## src/rtl/alu_pkg.sv

```systemverilog
// Shared definitions for the ALU issue stage: command encodings, FSM states
// and the default datapath width.
package alu_pkg;

    localparam int WIDTH_DEFAULT = 32;

    localparam logic CMD_ADD = 1'b0;
    localparam logic CMD_SUB = 1'b1;

    typedef enum logic [1:0] {
        IDLE   = 2'b00,
        SETTLE = 2'b01,
        HOLD   = 2'b10
    } issue_state_e;

endpackage

```

## src/rtl/alu_issue_stage_settle_counter.sv

```systemverilog
// Loadable down-counter that times how long the ALU inputs are held;
// done marks the last settle cycle (count == 1).
module settle_counter #(
    parameter int CNT_W = 8
) (
    input  logic             clk,
    input  logic             reset,
    input  logic             load,
    input  logic [CNT_W-1:0] load_value,
    input  logic             en,
    output logic             done
);

    logic [CNT_W-1:0] count_r;

    // Count register: load wins over decrement, and the count never underflows.
    always_ff @(posedge clk or posedge reset) begin
        if (reset) begin
            count_r <= {CNT_W{1'b0}};
        end else if (load) begin
            count_r <= load_value;
        end else if (en && (count_r != {CNT_W{1'b0}})) begin
            count_r <= count_r - {{(CNT_W-1){1'b0}}, 1'b1};
        end
    end

    assign done = (count_r == {{(CNT_W-1){1'b0}}, 1'b1});

endmodule

```

## src/rtl/alu_issue_stage.sv

```systemverilog
// Sequential wrapper in front of the gate-level ALU: holds operands for a fixed
// number of settle cycles, then captures and hands off result and flags.
module alu_issue_stage
    import alu_pkg::*;
#(
    parameter int WIDTH         = WIDTH_DEFAULT,
    parameter int SETTLE_CYCLES = 4,
    parameter int CNT_W         = 8
) (
    input  logic             clk,
    input  logic             reset,
    input  logic             in_valid,
    output logic             in_ready,
    input  logic [WIDTH-1:0] in_a,
    input  logic [WIDTH-1:0] in_b,
    input  logic             in_cmd,
    output logic [WIDTH-1:0] alu_a,
    output logic [WIDTH-1:0] alu_b,
    output logic             alu_cmd,
    input  logic [WIDTH-1:0] alu_result,
    input  logic             alu_carryout,
    input  logic             alu_zero,
    input  logic             alu_overflow,
    output logic             out_valid,
    input  logic             out_ready,
    output logic [WIDTH-1:0] out_result,
    output logic             out_carryout,
    output logic             out_zero,
    output logic             out_overflow,
    output logic             busy,
    output logic [15:0]      op_count
);

    issue_state_e     state_r;
    issue_state_e     state_next_s;
    logic             in_ready_s;
    logic             accept_s;
    logic             handshake_s;
    logic             capture_s;
    logic             settle_done_s;
    logic [WIDTH-1:0] alu_a_r;
    logic [WIDTH-1:0] alu_b_r;
    logic             alu_cmd_r;
    logic [WIDTH-1:0] out_result_r;
    logic             out_carryout_r;
    logic             out_zero_r;
    logic             out_overflow_r;
    logic [15:0]      op_count_r;

    assign accept_s    = in_valid && in_ready_s;
    assign handshake_s = (state_r == HOLD) && out_ready;
    assign capture_s   = (state_r == SETTLE) && settle_done_s;

    settle_counter #(
        .CNT_W (CNT_W)
    ) u_settle_counter (
        .clk        (clk),
        .reset      (reset),
        .load       (accept_s),
        .load_value (CNT_W'(SETTLE_CYCLES)),
        .en         (state_r == SETTLE),
        .done       (settle_done_s)
    );

    // Next-state and upstream ready; HOLD passes out_ready through so a
    // completing handshake can accept the next request on the same edge.
    always_comb begin
        state_next_s = state_r;
        in_ready_s   = 1'b0;
        case (state_r)
            IDLE: begin
                in_ready_s = 1'b1;
                if (accept_s) begin
                    state_next_s = SETTLE;
                end else begin
                    state_next_s = IDLE;
                end
            end
            SETTLE: begin
                in_ready_s = 1'b0;
                if (settle_done_s) begin
                    state_next_s = HOLD;
                end else begin
                    state_next_s = SETTLE;
                end
            end
            HOLD: begin
                in_ready_s = out_ready;
                if (out_ready && in_valid) begin
                    state_next_s = SETTLE;
                end else if (out_ready) begin
                    state_next_s = IDLE;
                end else begin
                    state_next_s = HOLD;
                end
            end
            default: begin
                in_ready_s   = 1'b0;
                state_next_s = IDLE;
            end
        endcase
    end

    // State register.
    always_ff @(posedge clk or posedge reset) begin
        if (reset) begin
            state_r <= IDLE;
        end else begin
            state_r <= state_next_s;
        end
    end

    // Operand registers change only when a request is accepted.
    always_ff @(posedge clk or posedge reset) begin
        if (reset) begin
            alu_a_r   <= {WIDTH{1'b0}};
            alu_b_r   <= {WIDTH{1'b0}};
            alu_cmd_r <= CMD_ADD;
        end else if (accept_s) begin
            alu_a_r   <= in_a;
            alu_b_r   <= in_b;
            alu_cmd_r <= in_cmd;
        end
    end

    // Capture registers sample the settled ALU outputs on the last settle edge.
    always_ff @(posedge clk or posedge reset) begin
        if (reset) begin
            out_result_r   <= {WIDTH{1'b0}};
            out_carryout_r <= 1'b0;
            out_zero_r     <= 1'b0;
            out_overflow_r <= 1'b0;
        end else if (capture_s) begin
            out_result_r   <= alu_result;
            out_carryout_r <= alu_carryout;
            out_zero_r     <= alu_zero;
            out_overflow_r <= alu_overflow;
        end
    end

    // Completed-handshake counter, wrapping naturally at 16 bits.
    always_ff @(posedge clk or posedge reset) begin
        if (reset) begin
            op_count_r <= 16'h0000;
        end else if (handshake_s) begin
            op_count_r <= op_count_r + 16'h0001;
        end
    end

    assign in_ready     = in_ready_s;
    assign out_valid    = (state_r == HOLD);
    assign busy         = (state_r == SETTLE) || (state_r == HOLD);
    assign alu_a        = alu_a_r;
    assign alu_b        = alu_b_r;
    assign alu_cmd      = alu_cmd_r;
    assign out_result   = out_result_r;
    assign out_carryout = out_carryout_r;
    assign out_zero     = out_zero_r;
    assign out_overflow = out_overflow_r;
    assign op_count     = op_count_r;

endmodule

```

## config.mk

```make
export PLATFORM = sky130hd
export DESIGN_NAME = alu_issue_stage
export DESIGN_NICKNAME = d
export VERILOG_FILES = /design/src/rtl/alu_pkg.sv /design/src/rtl/alu_issue_stage_settle_counter.sv /design/src/rtl/alu_issue_stage.sv
export SDC_FILE = /design/constraint.sdc
export NUM_CORES = 1
export LEC_CHECK = 0
export BUFFER_PORTS_ARGS = -buffer_cell sky130_fd_sc_hd__clkbuf_2
export CAP_MARGIN = 20
export CORE_MARGIN = 2
export CORE_UTILIZATION = 35
export DETAILED_ROUTE_END_ITERATION = 8
export PLACE_DENSITY = 0.64
export SYNTH_ARGS = -nofsm -noshare
export SYNTH_HDL_FRONTEND = slang
export SYNTH_SLANG_ARGS = --single-unit
```

## constraint.sdc

```tcl
create_clock -name clk -period 6.8 [get_ports clk]
set_clock_uncertainty 0.2 [all_clocks]
set_input_delay 0.34 -clock clk [delete_from_list [all_inputs] [get_ports clk]]
set_output_delay 0.34 -clock clk [all_outputs]
set_load 0.02 [all_outputs]
```

* Word-level counts from Yosys, hierarchy flattened
Cells that the tools add are included.
** Cells by class
- Mux-type cells :: 8
- Multiply operators :: 0
- Bitwise gates (word level) :: 0
- Reductions and logical operators :: 9
- Div/mod/pow operators :: 0
- Eq/ne operators :: 3
- Shifts and indexed selects :: 0
- $lt $le $gt $ge :: 0
- $add $sub $neg :: 2
** Operators with widths (count)
- $add A16 B1 Y16 const B :: 1
- $mux W8 :: 2
- $eq A8 B1 Y1 const B :: 1
- $reduce_bool A8 Y1 :: 1
- $sub A8 B1 Y8 const B :: 1
- $mux W2 :: 3
- $pmux W2 S3 :: 1
- $logic_and A1 B1 Y1 :: 5
- $eq A2 B1 Y1 const B :: 1
- $eq A2 B2 Y1 const B :: 1
- $logic_not A2 Y1 :: 1
- $pmux W1 S2 :: 1
- $reduce_bool A2 Y1 :: 1
- $logic_or A1 B1 Y1 :: 1
- $mux W1 :: 1
** Word-level totals
- ROM bits :: 0
- RAM bits :: 0
- Register bits after elaboration :: 126
- Memories kept :: 0
- Latch bits :: 0

* Depth between registers and ports, before layout
- Depth in word-level cells :: 5
- Gate-level depth with buffers :: 8
- Depth with buffers taken out :: 6

* Cells and area by module
From an unflattened synthesis, not the netlist that was laid out.
** Unflattened totals
- Cells, all modules :: 349
- Area total of the unflattened synthesis :: 5220.0 µm²
** Modules (own cells, without submodules)
- alu_issue_stage :: cells each 285, sequential area each 2952.8 µm², instances 1, area each 4663.2 µm²
- settle_counter :: cells each 64, sequential area each 200.2 µm², instances 1, area each 556.8 µm²

* Worst setup path before layout
Ideal clock, no wire load.
- Kind :: register to register
- Start point :: register state_r[0]
- End point :: register u_settle_counter.count_r[0]
- Setup time :: 132 ps
- Data arrival time :: 1777 ps
- Slack :: 4691 ps
- Required time :: 6468 ps
- Clock period less this slack :: 2109 ps
- Path buffers :: 2
- Cell stages (with the launch flop) :: 8
- Path through :: dfrtp_1 -> inv_1 -> ha_1 -> a21o_1 -> and2_1 -> buf_2 -> clkbuf_1 -> nor2_1
** On the way
- Cells in the longest elaborated chain, start to end :: 4
** RTL lines
- from (decl) :: RTL line alu_issue_stage.sv:34 : issue_state_e state_r;
- from (signal assigned) :: RTL line alu_issue_stage.sv:109 : state_r <= state_next_s;
- $eq A2 B2 Y1 (*)
- net out_valid :: RTL line alu_issue_stage.sv:24 : output logic out_valid,
- $pmux W1 S2 (*) :: RTL line alu_issue_stage.sv:70 : case (state_r)
- net in_ready :: RTL line alu_issue_stage.sv:13 : output logic in_ready,
- $logic_and A1 B1 Y1 (*) :: RTL line alu_issue_stage.sv:50 : assign accept_s = in_valid && in_ready_s;
- $mux W8 or $reduce_bool A2 Y1 (tied branches)
- to (signal assigned) :: RTL line alu_issue_stage_settle_counter.sv:19 : count_r <= {CNT_W{1'b0}};
- to (signal assigned) :: RTL line alu_issue_stage_settle_counter.sv:21 : count_r <= load_value;
- to (signal assigned) :: RTL line alu_issue_stage_settle_counter.sv:23 : count_r <= count_r - {{(CNT_W-1){1'b0}}, 1'b1};
- to (decl) :: RTL line alu_issue_stage_settle_counter.sv:14 : logic [CNT_W-1:0] count_r;
Mark *: on every way through the listed nets, which the timed path passes. The rest lies on a longest branch.
A chain may end at the register's enable or synchronous reset.

* Final worst setup path
- Start point :: register state_r[0]
- End point :: register u_settle_counter.count_r[3]
** On the way
- Cells in the longest elaborated chain, start to end :: 4
** RTL lines (RTL line)
- $eq A2 B2 Y1 or $logic_not A2 Y1 (tied branches) :: alu_issue_stage.sv:70
- $pmux W1 S2 :: alu_issue_stage.sv:70
- $logic_and A1 B1 Y1 :: alu_issue_stage.sv:50
- $mux W8 or $reduce_bool A2 Y1 (tied branches)
Several ways; a longest one is shown, not always the timed one.

==> impl_metrics.yaml <==
power:
  pwr-share-clk: 0.242
  p_switching_mw: 1.382
  combPwrFrac: 0.400
  seqPwrFrac: 0.358
  power.density_nw_per_um2: 447.7
  vdd.ir_drop.worst_uv: 233.0
  p_leak_nw: 4.332
  intPower_mw: 2.210
  switching_share: 0.3848
clocking:
  cts_resized: 0
  cts_buffers: 17
  clock_latency_ps: 410
  h-tree-depth: 4
  clock_sinks: 126
  cts_buffer_depth: 2
  cts-root-buf: "clkbuf_16"
  postCtsSetupRepairBufs: 0
  clk_pin_slew_ps: 50
  cts_tree: "yes"
routing:
  post_drt_wl_per_cell_um: 14.13
  ant_nets: 0
  drt_iter0_drc: 183
  drc_errors: 0
  first_pass_iters: 4
  wl_mm: 14.05
  viasPerCell: 4.593
  vias: 4565
sta:
  fmax_mhz: 421.3
  fin_crit_sh: 0.3491
  setup_tns_ps: 0
  maxSlewHeadroom: 0.4346
  hold_viol_final: 0
  setup_viol: 0
  layout_min_cycle_time_ps: 2374
  slew_violations: 0
  rsz0062_at_grt: "false"
  worst_pin_slew_ps: 848.1
place:
  placedCellCount: 863
  place.port_buffers: 222
  hpwl_mm: 8.637
  place.gp.congestion: 0.8303
setup_path:
  criticalPathCategory: "reg2reg"
  crit_fanout: 74
  ff2ff_setup_slack_ps: 4430
  r2r_end: "u_settle_counter.count_r[3]"
  path_cells: "inv_1 -> ha_1 -> a21o_1 -> and2_2 -> buf_4 -> nor4_1 -> a31o_2"
  startpoint_type: "flip-flop"
  critPathRequiredTime_ps: 6890
  cpPeakStageDelay_ps: 560
  crit_path_end_kind: "flip-flop"
  r2r-start: "state_r[0]"
  crit_arrival_ps: 2460
  ff2ff_path_depth: 7
  crit_slowest_cell: "buf_4"
synthesis:
  synthTopCellsByCount: "nand2_1, dfrtp_1, mux2_4"
  async_reset_ff_frac: 1.000
  synth.distinct_cells: 37
  yosys_register_bits: 126
  synthTopCellsByArea: "dfrtp_1, nand2_1, mux2_4, xnor2_1, ha_1"
  syn-num-nets: 584
  syn_avg_cell_area_um2: 10.96
  synth_warnings: 0
  syn_area_um2: 5171
  synth_ff_type: "dfrtp_1"
  synth.top_cell.area_share: 0.6097
  synth_edf_count: 0
  synth_area_leader_cell: "dfrtp_1"
  yosysSeqAreaShare: 0.6097
  synth_cells: 472
  synth_most_common_cell: "nand2_1"
global_route:
  grt_pass1_vias: 4749
  grt_max_degree: 75
  overflow: 0
  grt_antenna_before_repair: 0
  grt_pass1_wl_mm: 22.98
  groute.usage.overall: 0.1826
die:
  ios: 223
  die_h_um: 125.6
  die_x_um: 125.6
  die_area_um2: 15760
  floorplan.initialDensity: 0.3572
  coreArea_um2: 14480
  num_rows: 44
layout:
  num_antenna_cells: 0
  num-nets-final: 911
  multi_input_area_um2: 1903
  fillers: 1220
  post_route_cells_drive_above_1_share: 0.3642
  syn2layout_area_growth_pct: 55.14
  final_cells: 994
  layout.area.seq_um2: 3153
  utilization: 0.5541
run_status:
  outcome: "completed"
worst_hold_path:
  whs_path_depth: 3
  hold_path_end: "op_count[2]"
  hold_class: "in2reg"
  min-delay-start: "out_ready"
run:
  maxCapViolations: 0
power groups by stage:
stage	Combinational, mW	Sequential [mW]	Clock, mW
6_report	1.44	1.29	0.869
5_1_grt	1.56	1.33	0.925
4_1_cts	1.44	1.28	0.893
3_5_place_dp	1.40	1.28	0
3_3_place_gp	1.36	1.28	0
2_1_floorplan	0.571	1.63	0
layout by cell type, fill, tap and decap left out, drive strengths merged, types with 3 or more instances in the layout:
master	instances
a21oi	6
buf	3
nand4	3
inv	6
xnor2	15
nor2	12
dfrtp	126
mux2	36
dlygate4sd3	101
nand2	203
nand3	12
clkbuf	246
ha	8
area by class of cell:
class / count / share of cell area
clock inverters: 6 / 0.01061
repair buffers: 326 / 0.2673
inverters: 6 / 0.003119
well taps: 184 / 0.02870
clock buffers: 24 / 0.06004
multi-input cells: 322 / 0.2372
flip-flops and latches: 126 / 0.3930
metal layers:
| metal | part of all wire | global-route usage |
|---|---|---|
| met1 | 0.42 | 0.2148 |
| met2 | 0.50 | 0.3103 |
| met3 | 0.057 | 0.05178 |
| met4 | 0.024 | 0.08301 |
| met5 | 0 | 0 |
worst max-delay path by stage:
stage	end	startpoint	cells past startpoint	slack (ps)
after CTS	u_settle_counter.count_r[3]	state_r[0]	7	4380
after detailed placement	u_settle_counter.count_r[3]	state_r[0]	7	4400
after global placement	u_settle_counter.count_r[3]	state_r[0]	7	4480
after floorplan	alu_a[0]	reset	1	2900
final	u_settle_counter.count_r[3]	state_r[0]	7	4430
after global routing	u_settle_counter.count_r[3]	state_r[0]	7	4220
state kept, by name (all words and copies together) (netlist names):
signal	flops
u_settle_counter.count_r	8
alu_cmd	1
out_carryout	1
state_r	2
alu_b	32
out_zero	1
alu_a	32
out_result	32
out_overflow	1
op_count	16
stage by stage:
| stage | power [mW] | hold WS, ps | setup slack (ps) | area [um^2] |
|---|---|---|---|---|
| after floorplan | 2.196 | 245.4 | 2904 | 5171 |
| after global placement | 2.636 | 259.9 | 4480 | 6445 |
| after detailed placement | 2.683 | 261.9 | 4402 | 6445 |
| after CTS | 3.619 | 50.58 | 4378 | 8023 |
| after global routing | 3.811 | 87.91 | 4223 | 8023 |
| final | 3.592 | 75.81 | 4426 | 8023 |
worst max-delay path, delay by kind of cell (launching register included):
family | cells | cell delay [ps]
adder cells (fa/ha/maj) | 1 | 270
flip-flops | 1 | 400
AND/OR/NAND/NOR | 2 | 270
buffers and inverters | 2 | 650
AO/OA/AOI/OAI | 2 | 440
repair_timing:
action                                 in CTS  in global routing
hold buffers                              101                  0
setup endpoints to repair                   0                  0
endpoints found under the hold margin     158                  0
cells by family (layout without fill, tap and decap cells):
logic type	Yosys count	count (layout)	synth area share
buf+inv	24	362	0.02298
mux	37	37	0.1014
flops	126	126	0.6097
xor+xnor	17	17	0.02879
fa+ha+maj	8	8	0.01936
compound gates	13	13	0.01549
simple gates	247	247	0.2023
No activity file was read; power rests on OpenSTA's default activity.
